--- config.mk ---
export PLATFORM = sky130hd
export DESIGN_NAME = picobus_decoder_flat
export DESIGN_NICKNAME = d
export VERILOG_FILES = /design/src/rtl/picobus_pkg.sv /design/src/rtl/picobus_if.sv /design/src/rtl/picobus_region_match.sv /design/src/rtl/picobus_decoder.sv /design/src/flat_wrapper.sv
export SDC_FILE = /design/constraint.sdc
export NUM_CORES = 1
export LEC_CHECK = 0
export BUFFER_PORTS_ARGS = -buffer_cell sky130_fd_sc_hd__buf_2
export CORE_AREA = 5 5 129 131
export CTS_CLUSTER_SIZE = 10
export DETAILED_ROUTE_END_ITERATION = 16
export DIE_AREA = 0 0 134 136
export PLACE_DENSITY = 0.76
export SETUP_SLACK_MARGIN = 0.5
export SLEW_MARGIN = 20
export SYNTH_ARGS = -nofsm -noshare
export SYNTH_HDL_FRONTEND = slang
export SYNTH_SLANG_ARGS = --single-unit
--- constraint.sdc ---
create_clock -name clk -period 2.3 [get_ports clk]
set_clock_uncertainty 0.2 [all_clocks]
set_input_delay 0.575 -clock clk [delete_from_list [all_inputs] [get_ports clk]]
set_output_delay 0.575 -clock clk [all_outputs]
set_load 0.03 [all_outputs]
--- src/rtl/picobus_pkg.sv ---
`default_nettype none
// ============================================================================
// Module   : picobus_pkg
// Purpose  : Shared types and constants for the picobus address decoder.
// Revision : 1.0
// ============================================================================
package picobus_pkg;

  typedef enum logic [1:0] {
    ST_IDLE   = 2'd0,
    ST_ACTIVE = 2'd1,
    ST_RESP   = 2'd2,
    ST_FAULT  = 2'd3
  } state_t;

  localparam logic [31:0] ERR_RDATA_DEFAULT = 32'hDEAD_BEEF;
  localparam int          N_SLAVES_MAX      = 8;

endpackage
`default_nettype wire

--- src/rtl/picobus_if.sv ---
`default_nettype none
// ============================================================================
// Module   : picobus_if
// Purpose  : picorv32 native bus, fanned-out slave ports and fault report.
// Revision : 1.0
// ============================================================================
interface picobus_if #(
  parameter int N_SLAVES = 4
) ();

  logic                   m_valid;
  logic                   m_instr;
  logic [31:0]            m_addr;
  logic [31:0]            m_wdata;
  logic [3:0]             m_wstrb;
  logic                   m_ready;
  logic [31:0]            m_rdata;

  logic [N_SLAVES-1:0]    s_valid;
  logic [31:0]            s_addr;
  logic [31:0]            s_wdata;
  logic [3:0]             s_wstrb;
  logic [N_SLAVES-1:0]    s_ready;
  logic [N_SLAVES*32-1:0] s_rdata;

  logic                   err_irq;
  logic [31:0]            err_addr;
  logic                   err_instr;

  // Decoder view: bus slave towards the CPU, request source towards the slaves
  modport slave (
    input  m_valid, m_instr, m_addr, m_wdata, m_wstrb, s_ready, s_rdata,
    output m_ready, m_rdata, s_valid, s_addr, s_wdata, s_wstrb,
    output err_irq, err_addr, err_instr
  );

  modport master (
    output m_valid, m_instr, m_addr, m_wdata, m_wstrb, s_ready, s_rdata,
    input  m_ready, m_rdata, s_valid, s_addr, s_wdata, s_wstrb,
    input  err_irq, err_addr, err_instr
  );

endinterface
`default_nettype wire

--- src/rtl/picobus_region_match.sv ---
`default_nettype none
// ============================================================================
// Module   : picobus_region_match
// Purpose  : Priority match of the region-select field; lowest slave index wins.
// Revision : 1.0
// ============================================================================
module picobus_region_match #(
  parameter int                        N_SLAVES = 4,
  parameter int                        SW       = 4,
  parameter logic [N_SLAVES*SW-1:0]    REGIONS  = '0
) (
  input  logic [SW-1:0]       i_sel,
  output logic [N_SLAVES-1:0] o_onehot,
  output logic                o_hit
);

  logic [N_SLAVES-1:0] w_eq;
  logic [N_SLAVES-1:0] w_neg;

  for (genvar gi = 0; gi < N_SLAVES; gi++) begin : g_cmp
    assign w_eq[gi] = (i_sel == REGIONS[gi*SW +: SW]);
  end

  // Two's complement AND isolates the lowest set bit
  assign w_neg    = -w_eq;
  assign o_onehot = w_eq & w_neg;
  assign o_hit    = |w_eq;

endmodule
`default_nettype wire

--- src/rtl/picobus_decoder.sv ---
`default_nettype none
// ============================================================================
// Module   : picobus_decoder
// Purpose  : Registered address decoder / response mux for the picorv32 bus.
//            Define BUS_TIMEOUT_EN to add the stalled-slave watchdog.
// Revision : 1.0
// ============================================================================
module picobus_decoder
  import picobus_pkg::*;
#(
  parameter int                                   N_SLAVES       = 4,
  parameter int                                   SEL_HI         = 31,
  parameter int                                   SEL_LO         = 28,
  parameter logic [N_SLAVES*(SEL_HI-SEL_LO+1)-1:0] SLAVE_REGION  = {4'h4, 4'h3, 4'h2, 4'h1},
  parameter int                                   TIMEOUT_CYCLES = 256,
  parameter logic [31:0]                          ERR_RDATA      = ERR_RDATA_DEFAULT
) (
  input  logic      clk,
  input  logic      resetn,
  picobus_if.slave  bus
);

  localparam int SW    = SEL_HI - SEL_LO + 1;
  localparam int N_EFF = (N_SLAVES < N_SLAVES_MAX) ? N_SLAVES : N_SLAVES_MAX;

  state_t              r_state;
  state_t              w_state_nxt;
  logic [N_SLAVES-1:0] w_match;
  logic                w_hit;
  logic                w_sel_ready;
  logic [31:0]         w_sel_rdata;
  logic                w_expired;

  logic [N_SLAVES-1:0] r_s_valid;
  logic [31:0]         r_s_addr;
  logic [31:0]         r_s_wdata;
  logic [3:0]          r_s_wstrb;
  logic                r_instr;
  logic                r_m_ready;
  logic [31:0]         r_m_rdata;
  logic                r_err_irq;
  logic [31:0]         r_err_addr;
  logic                r_err_instr;

  picobus_region_match #(
    .N_SLAVES (N_SLAVES),
    .SW       (SW),
    .REGIONS  (SLAVE_REGION)
  ) u_match (
    .i_sel    (bus.m_addr[SEL_HI:SEL_LO]),
    .o_onehot (w_match),
    .o_hit    (w_hit)
  );

  // Only the selected slave may complete the access
  assign w_sel_ready = |(bus.s_ready & r_s_valid);

  always_comb begin
    w_sel_rdata = '0;
    for (int i = 0; i < N_EFF; i++) begin
      if (r_s_valid[i]) w_sel_rdata = bus.s_rdata[i*32 +: 32];
    end
  end

`ifdef BUS_TIMEOUT_EN
  localparam int CNT_W = $clog2(TIMEOUT_CYCLES + 1);
  logic [CNT_W-1:0] r_cnt;

  assign w_expired = (r_cnt == CNT_W'(TIMEOUT_CYCLES));

  always_ff @(posedge clk or negedge resetn) begin
    if (!resetn) begin
      r_cnt <= '0;
    end else if (r_state != ST_ACTIVE) begin
      r_cnt <= '0;
    end else if (!w_expired) begin
      r_cnt <= r_cnt + CNT_W'(1);
    end
  end
`else
  // No watchdog: the comparison is constant false and adds no logic
  assign w_expired = (TIMEOUT_CYCLES < 0);
`endif

  always_comb begin
    w_state_nxt = r_state;
    case (r_state)
      ST_IDLE:   if (bus.m_valid) w_state_nxt = w_hit ? ST_ACTIVE : ST_FAULT;
      ST_ACTIVE: begin
        if (w_sel_ready)    w_state_nxt = ST_RESP;
        else if (w_expired) w_state_nxt = ST_FAULT;
      end
      ST_RESP:   w_state_nxt = ST_IDLE;
      ST_FAULT:  w_state_nxt = ST_IDLE;
      default:   w_state_nxt = ST_IDLE;
    endcase
  end

  always_ff @(posedge clk or negedge resetn) begin
    if (!resetn) r_state <= ST_IDLE;
    else         r_state <= w_state_nxt;
  end

  always_ff @(posedge clk or negedge resetn) begin
    if (!resetn) begin
      r_s_valid   <= '0;
      r_s_addr    <= '0;
      r_s_wdata   <= '0;
      r_s_wstrb   <= '0;
      r_instr     <= 1'b0;
      r_m_ready   <= 1'b0;
      r_m_rdata   <= '0;
      r_err_irq   <= 1'b0;
      r_err_addr  <= '0;
      r_err_instr <= 1'b0;
    end else begin
      r_m_ready <= 1'b0;
      r_err_irq <= 1'b0;
      case (r_state)
        ST_IDLE: begin
          if (bus.m_valid && w_hit) begin
            r_s_valid <= w_match;
            r_s_addr  <= bus.m_addr;
            r_s_wdata <= bus.m_wdata;
            r_s_wstrb <= bus.m_wstrb;
            r_instr   <= bus.m_instr;
          end else if (bus.m_valid) begin
            r_m_ready   <= 1'b1;
            r_m_rdata   <= ERR_RDATA;
            r_err_irq   <= 1'b1;
            r_err_addr  <= bus.m_addr;
            r_err_instr <= bus.m_instr;
          end
        end
        ST_ACTIVE: begin
          // A ready arriving on the expiry cycle still completes normally
          if (w_sel_ready) begin
            r_s_valid <= '0;
            r_m_ready <= 1'b1;
            r_m_rdata <= w_sel_rdata;
          end else if (w_expired) begin
            r_s_valid   <= '0;
            r_m_ready   <= 1'b1;
            r_m_rdata   <= ERR_RDATA;
            r_err_irq   <= 1'b1;
            r_err_addr  <= r_s_addr;
            r_err_instr <= r_instr;
          end
        end
        default: ;
      endcase
    end
  end

  assign bus.m_ready   = r_m_ready;
  assign bus.m_rdata   = r_m_rdata;
  assign bus.s_valid   = r_s_valid;
  assign bus.s_addr    = r_s_addr;
  assign bus.s_wdata   = r_s_wdata;
  assign bus.s_wstrb   = r_s_wstrb;
  assign bus.err_irq   = r_err_irq;
  assign bus.err_addr  = r_err_addr;
  assign bus.err_instr = r_err_instr;

endmodule
`default_nettype wire

--- src/flat_wrapper.sv ---
// flat-port wrapper written by rule: the top's interface ports become plain ports
module picobus_decoder_flat import picobus_pkg::*;
#(
  parameter int                                   N_SLAVES       = 4,
  parameter int                                   SEL_HI         = 31,
  parameter int                                   SEL_LO         = 28,
  parameter logic [N_SLAVES*(SEL_HI-SEL_LO+1)-1:0] SLAVE_REGION  = {4'h4, 4'h3, 4'h2, 4'h1},
  parameter int                                   TIMEOUT_CYCLES = 256,
  parameter logic [31:0]                          ERR_RDATA      = ERR_RDATA_DEFAULT
)
  (clk, resetn, bus_m_valid, bus_m_instr, bus_m_addr, bus_m_wdata, bus_m_wstrb, bus_s_ready, bus_s_rdata, bus_m_ready, bus_m_rdata, bus_s_valid, bus_s_addr, bus_s_wdata, bus_s_wstrb, bus_err_irq, bus_err_addr, bus_err_instr);
  picobus_if #(.N_SLAVES(N_SLAVES)) bus_i ();
  input  logic clk;
  input  logic resetn;
  input wire logic [$bits(bus_i.m_valid)-1:0] bus_m_valid;
  input wire logic [$bits(bus_i.m_instr)-1:0] bus_m_instr;
  input wire logic [$bits(bus_i.m_addr)-1:0] bus_m_addr;
  input wire logic [$bits(bus_i.m_wdata)-1:0] bus_m_wdata;
  input wire logic [$bits(bus_i.m_wstrb)-1:0] bus_m_wstrb;
  input wire logic [$bits(bus_i.s_ready)-1:0] bus_s_ready;
  input wire logic [$bits(bus_i.s_rdata)-1:0] bus_s_rdata;
  output wire logic [$bits(bus_i.m_ready)-1:0] bus_m_ready;
  output wire logic [$bits(bus_i.m_rdata)-1:0] bus_m_rdata;
  output wire logic [$bits(bus_i.s_valid)-1:0] bus_s_valid;
  output wire logic [$bits(bus_i.s_addr)-1:0] bus_s_addr;
  output wire logic [$bits(bus_i.s_wdata)-1:0] bus_s_wdata;
  output wire logic [$bits(bus_i.s_wstrb)-1:0] bus_s_wstrb;
  output wire logic [$bits(bus_i.err_irq)-1:0] bus_err_irq;
  output wire logic [$bits(bus_i.err_addr)-1:0] bus_err_addr;
  output wire logic [$bits(bus_i.err_instr)-1:0] bus_err_instr;
  assign bus_i.m_valid = bus_m_valid;
  assign bus_i.m_instr = bus_m_instr;
  assign bus_i.m_addr = bus_m_addr;
  assign bus_i.m_wdata = bus_m_wdata;
  assign bus_i.m_wstrb = bus_m_wstrb;
  assign bus_i.s_ready = bus_s_ready;
  assign bus_i.s_rdata = bus_s_rdata;
  assign bus_m_ready = bus_i.m_ready;
  assign bus_m_rdata = bus_i.m_rdata;
  assign bus_s_valid = bus_i.s_valid;
  assign bus_s_addr = bus_i.s_addr;
  assign bus_s_wdata = bus_i.s_wdata;
  assign bus_s_wstrb = bus_i.s_wstrb;
  assign bus_err_irq = bus_i.err_irq;
  assign bus_err_addr = bus_i.err_addr;
  assign bus_err_instr = bus_i.err_instr;
  picobus_decoder #(.N_SLAVES(N_SLAVES), .SEL_HI(SEL_HI), .SEL_LO(SEL_LO), .SLAVE_REGION(SLAVE_REGION), .TIMEOUT_CYCLES(TIMEOUT_CYCLES), .ERR_RDATA(ERR_RDATA)) u_core (.clk(clk), .resetn(resetn), .bus(bus_i));
endmodule
==> run metrics <==
clk_lat worst skew=410 ps; most frequent cells in the layout=305 x buf_2, 137 x dfrtp_1, 72 x mux2_4, 61 x mux2_2, 59 x buf_4; H-tree Lvls=4; element type at the critical path start=flop; Leakage=5.023 nW; Cell Rows=46; post-DP HPWL=14710 um; final setup vio count=0; Fillers=1137; mean area per synthesized cell=13.36 um^2; Pwr Total=0.01642 W; hold path endpoint=u_core.bus.s_wstrb[2]$_DFFE_PN0P_; core area=0.01548 mm^2; Max Freq=472.1 MHz; Yosys reg bits=141; ANT cells=0; total die area=0.01822 mm^2; worst-path fanout max=6; share of layout cells above drive strength 1=67.12%; Cells on Worst Hold Path=2; Mapped Cells=476; cells on worst reg2reg path=6; CTS Buf Count=17; Synth-to-Final Area Change=59.78%; Design Area, Final=0.01016 mm^2; unrepaired setup endpoints after global routing=true; DRC viols=0; Synth area leaders=dfrtp_1 55%, mux2_2 19%, mux2_4 6.6%, a221oi_1 4.3%, o31ai_1 3.7%; start of the worst register-to-register path=u_core.r_state[0]$_DFFE_PN0P_; share of the synthesized area in the top cell type=55.47%; GPL Wtd Cong=0.8205; Unique masters post-synth=27; area post-placement=0.008504 mm^2; Slew @ Worst Pin=417.7 ps; worst hold path class=in2reg; Final Hold Fails=0; Slew HR=71.92%; Hold Path Origin=bus_m_wstrb[2]; Vias=5685; Tmin final=2118 ps; Worst Path Required=2390 ps; largest net degree at the start of global routing=71; Max Slew Vio Count=0; clk buf depth=2; r2r setup slk=180 ps; CP Launch Point=u_core.r_state[0]$_DFFE_PN0P_; Post-Syn Area=0.006361 mm^2; GRT overflow=0; GR Util All Layers=22.14%; crit share post-route=92.10%; Pre-antenna DRT Iters=7; vias in the first global route=5676; Initial Util=41.09%; setup TNS=0 ps; Max-Cap Viols=0; Core Util, Final=65.65%; Die H=136 um; Yosys warning count=0; PD cells=1616 mW/mm^2; I/O pin cnt=343; die width=134 um; DRT iter0 DRCs=393; Seq/Total Area, Yosys=55.47%; r2r endpoint=u_core.bus.m_rdata[13]$_DFFE_PN0P_; status=complete, no violations; Routed WL=22020 um; Worst Setup End Kind=flop; commonest non-fill, non-tap cell in the layout=buf_2; nets@finish=1070; Clock Pin Slew Worst Setup and Hold Paths=70 ps; top cell type by total area after synthesis=dfrtp_1; port bufs=342; TritonCTS clock tree=done; Post-DRT Antenna Nets=0; first-pass GRT wire length=31440 um; Synthesized Nets=680; WL/cell=20.56 um; Crit Path Class=reg2reg; VDD IR-drop max=1.035 mV; Data arrival, critical path=2210 ps; Avg Vias per Cell=5.308; CTS root buffer=clkbuf_16; CTS sink count=141; initial antenna violation count=0
## worst max path at each step
stage	slack (ps)	end	cells after the start
2_1_floorplan	110	u_core.bus.m_rdata[10]$_DFFE_PN0P_	6
3_3_place_gp	-80	u_core.bus.s_wdata[9]$_DFFE_PN0P_	5
3_5_place_dp	-110	u_core.bus.s_valid[0]$_DFFE_PN0P_	6
4_1_cts	190	u_core.bus.s_wdata[6]$_DFFE_PN0P_	5
5_1_grt	140	u_core.bus.s_addr[21]$_DFFE_PN0P_	5
6_report	180	u_core.bus.m_rdata[13]$_DFFE_PN0P_	6
## critical path, stage by stage (launching register included)
cell and delay, ps:
dfrtp_1 380, or3b_4 390, a31o_1 230, a21boi_4 160, buf_12 170, clkbuf_16 160
mux2_4 300
## cells by family (layout without fill, tap and decap cells)
logic type      after synthesis  count (layout)  synth area share (%)
compound gates              106             106                 11.94
simple gates                 48              48                 3.580
mux                         134             134                 25.35
buf+inv                      47             450                 3.658
flops                       141             141                 55.47
## Yosys cell counts
cell type	number
a21oi_2	1
nand2_1	3
dfrtp_1	141
o31ai_1	31
or3b_1	1
or3_1	1
buf_2	9
a221oi_1	31
mux2_4	28
a21oi_1	26
inv_1	6
nor2_1	25
a221o_1	1
nand4_1	1
buf_6	6
nand3_1	10
nand2b_1	2
o21ai_0	11
mux2_2	105
a31o_1	1
a22o_1	1
clkbuf_1	26
a21boi_4	1
a22oi_1	2
and4b_1	2
mux2i_1	1
nor2b_1	3
## report_power, final
part           total [W]  switching (W)  internal [W]
Sequential       0.00431       0.000655       0.00365
Clock            0.00286        0.00113       0.00173
Combinational    0.00926        0.00505       0.00421
Total             0.0164        0.00684       0.00959
## cell type report
cell class / instances / area [um^2] / area share [%]
timing repair buffer: 412 / 2964 / 29.16
clock inverter: 15 / 187.7 / 1.847
inverter: 6 / 22.52 / 0.2216
sequential: 141 / 3533 / 34.77
clock buffer: 17 / 425.4 / 4.186
multi-input combinational: 288 / 2790 / 27.45
tap: 192 / 240.2 / 2.364
## through the flow
| stage | hold slack, ps | worst slack, ps | instances |
|---|---|---|---|
| floorplan | 79.41 | 107.2 | 476 |
| global placement | 216.1 | -84.40 | 994 |
| detailed placement | 213.3 | -106.1 | 994 |
| CTS | 167.1 | 189.7 | 1059 |
| global route | 170.0 | 142.9 | 1071 |
| finish | 190.7 | 181.7 | 1071 |
## repair_timing
action / 4_1_cts / 5_1_grt
resized for setup: 39 / 99
cloned: 10 / 6
endpoints found under the setup margin: 140 / 175
buffers inserted: 22 / 6
hold endpoints to repair: 14 / 0
hold buffers: 1 / 0
pin swaps: 1 / 1
## registers in the layout, indices dropped and copies added (netlist names)
register / count
u_core.bus.s_addr: 32
u_core.bus.s_wdata: 32
u_core.bus.m_ready: 1
u_core.bus.err_irq: 1
u_core.r_state: 2
u_core.bus.s_valid: 4
u_core.bus.err_instr: 1
u_core.bus.err_addr: 32
u_core.bus.m_rdata: 32
u_core.bus.s_wstrb: 4
## routing by layer
metal,GRT usage [%],wire (um)
met4,6.914,429
met2,36.95,11230
met3,6.070,1695
met5,0,0
met1,28.18,8661
Note: power is estimated with default switching activity, not from simulation.
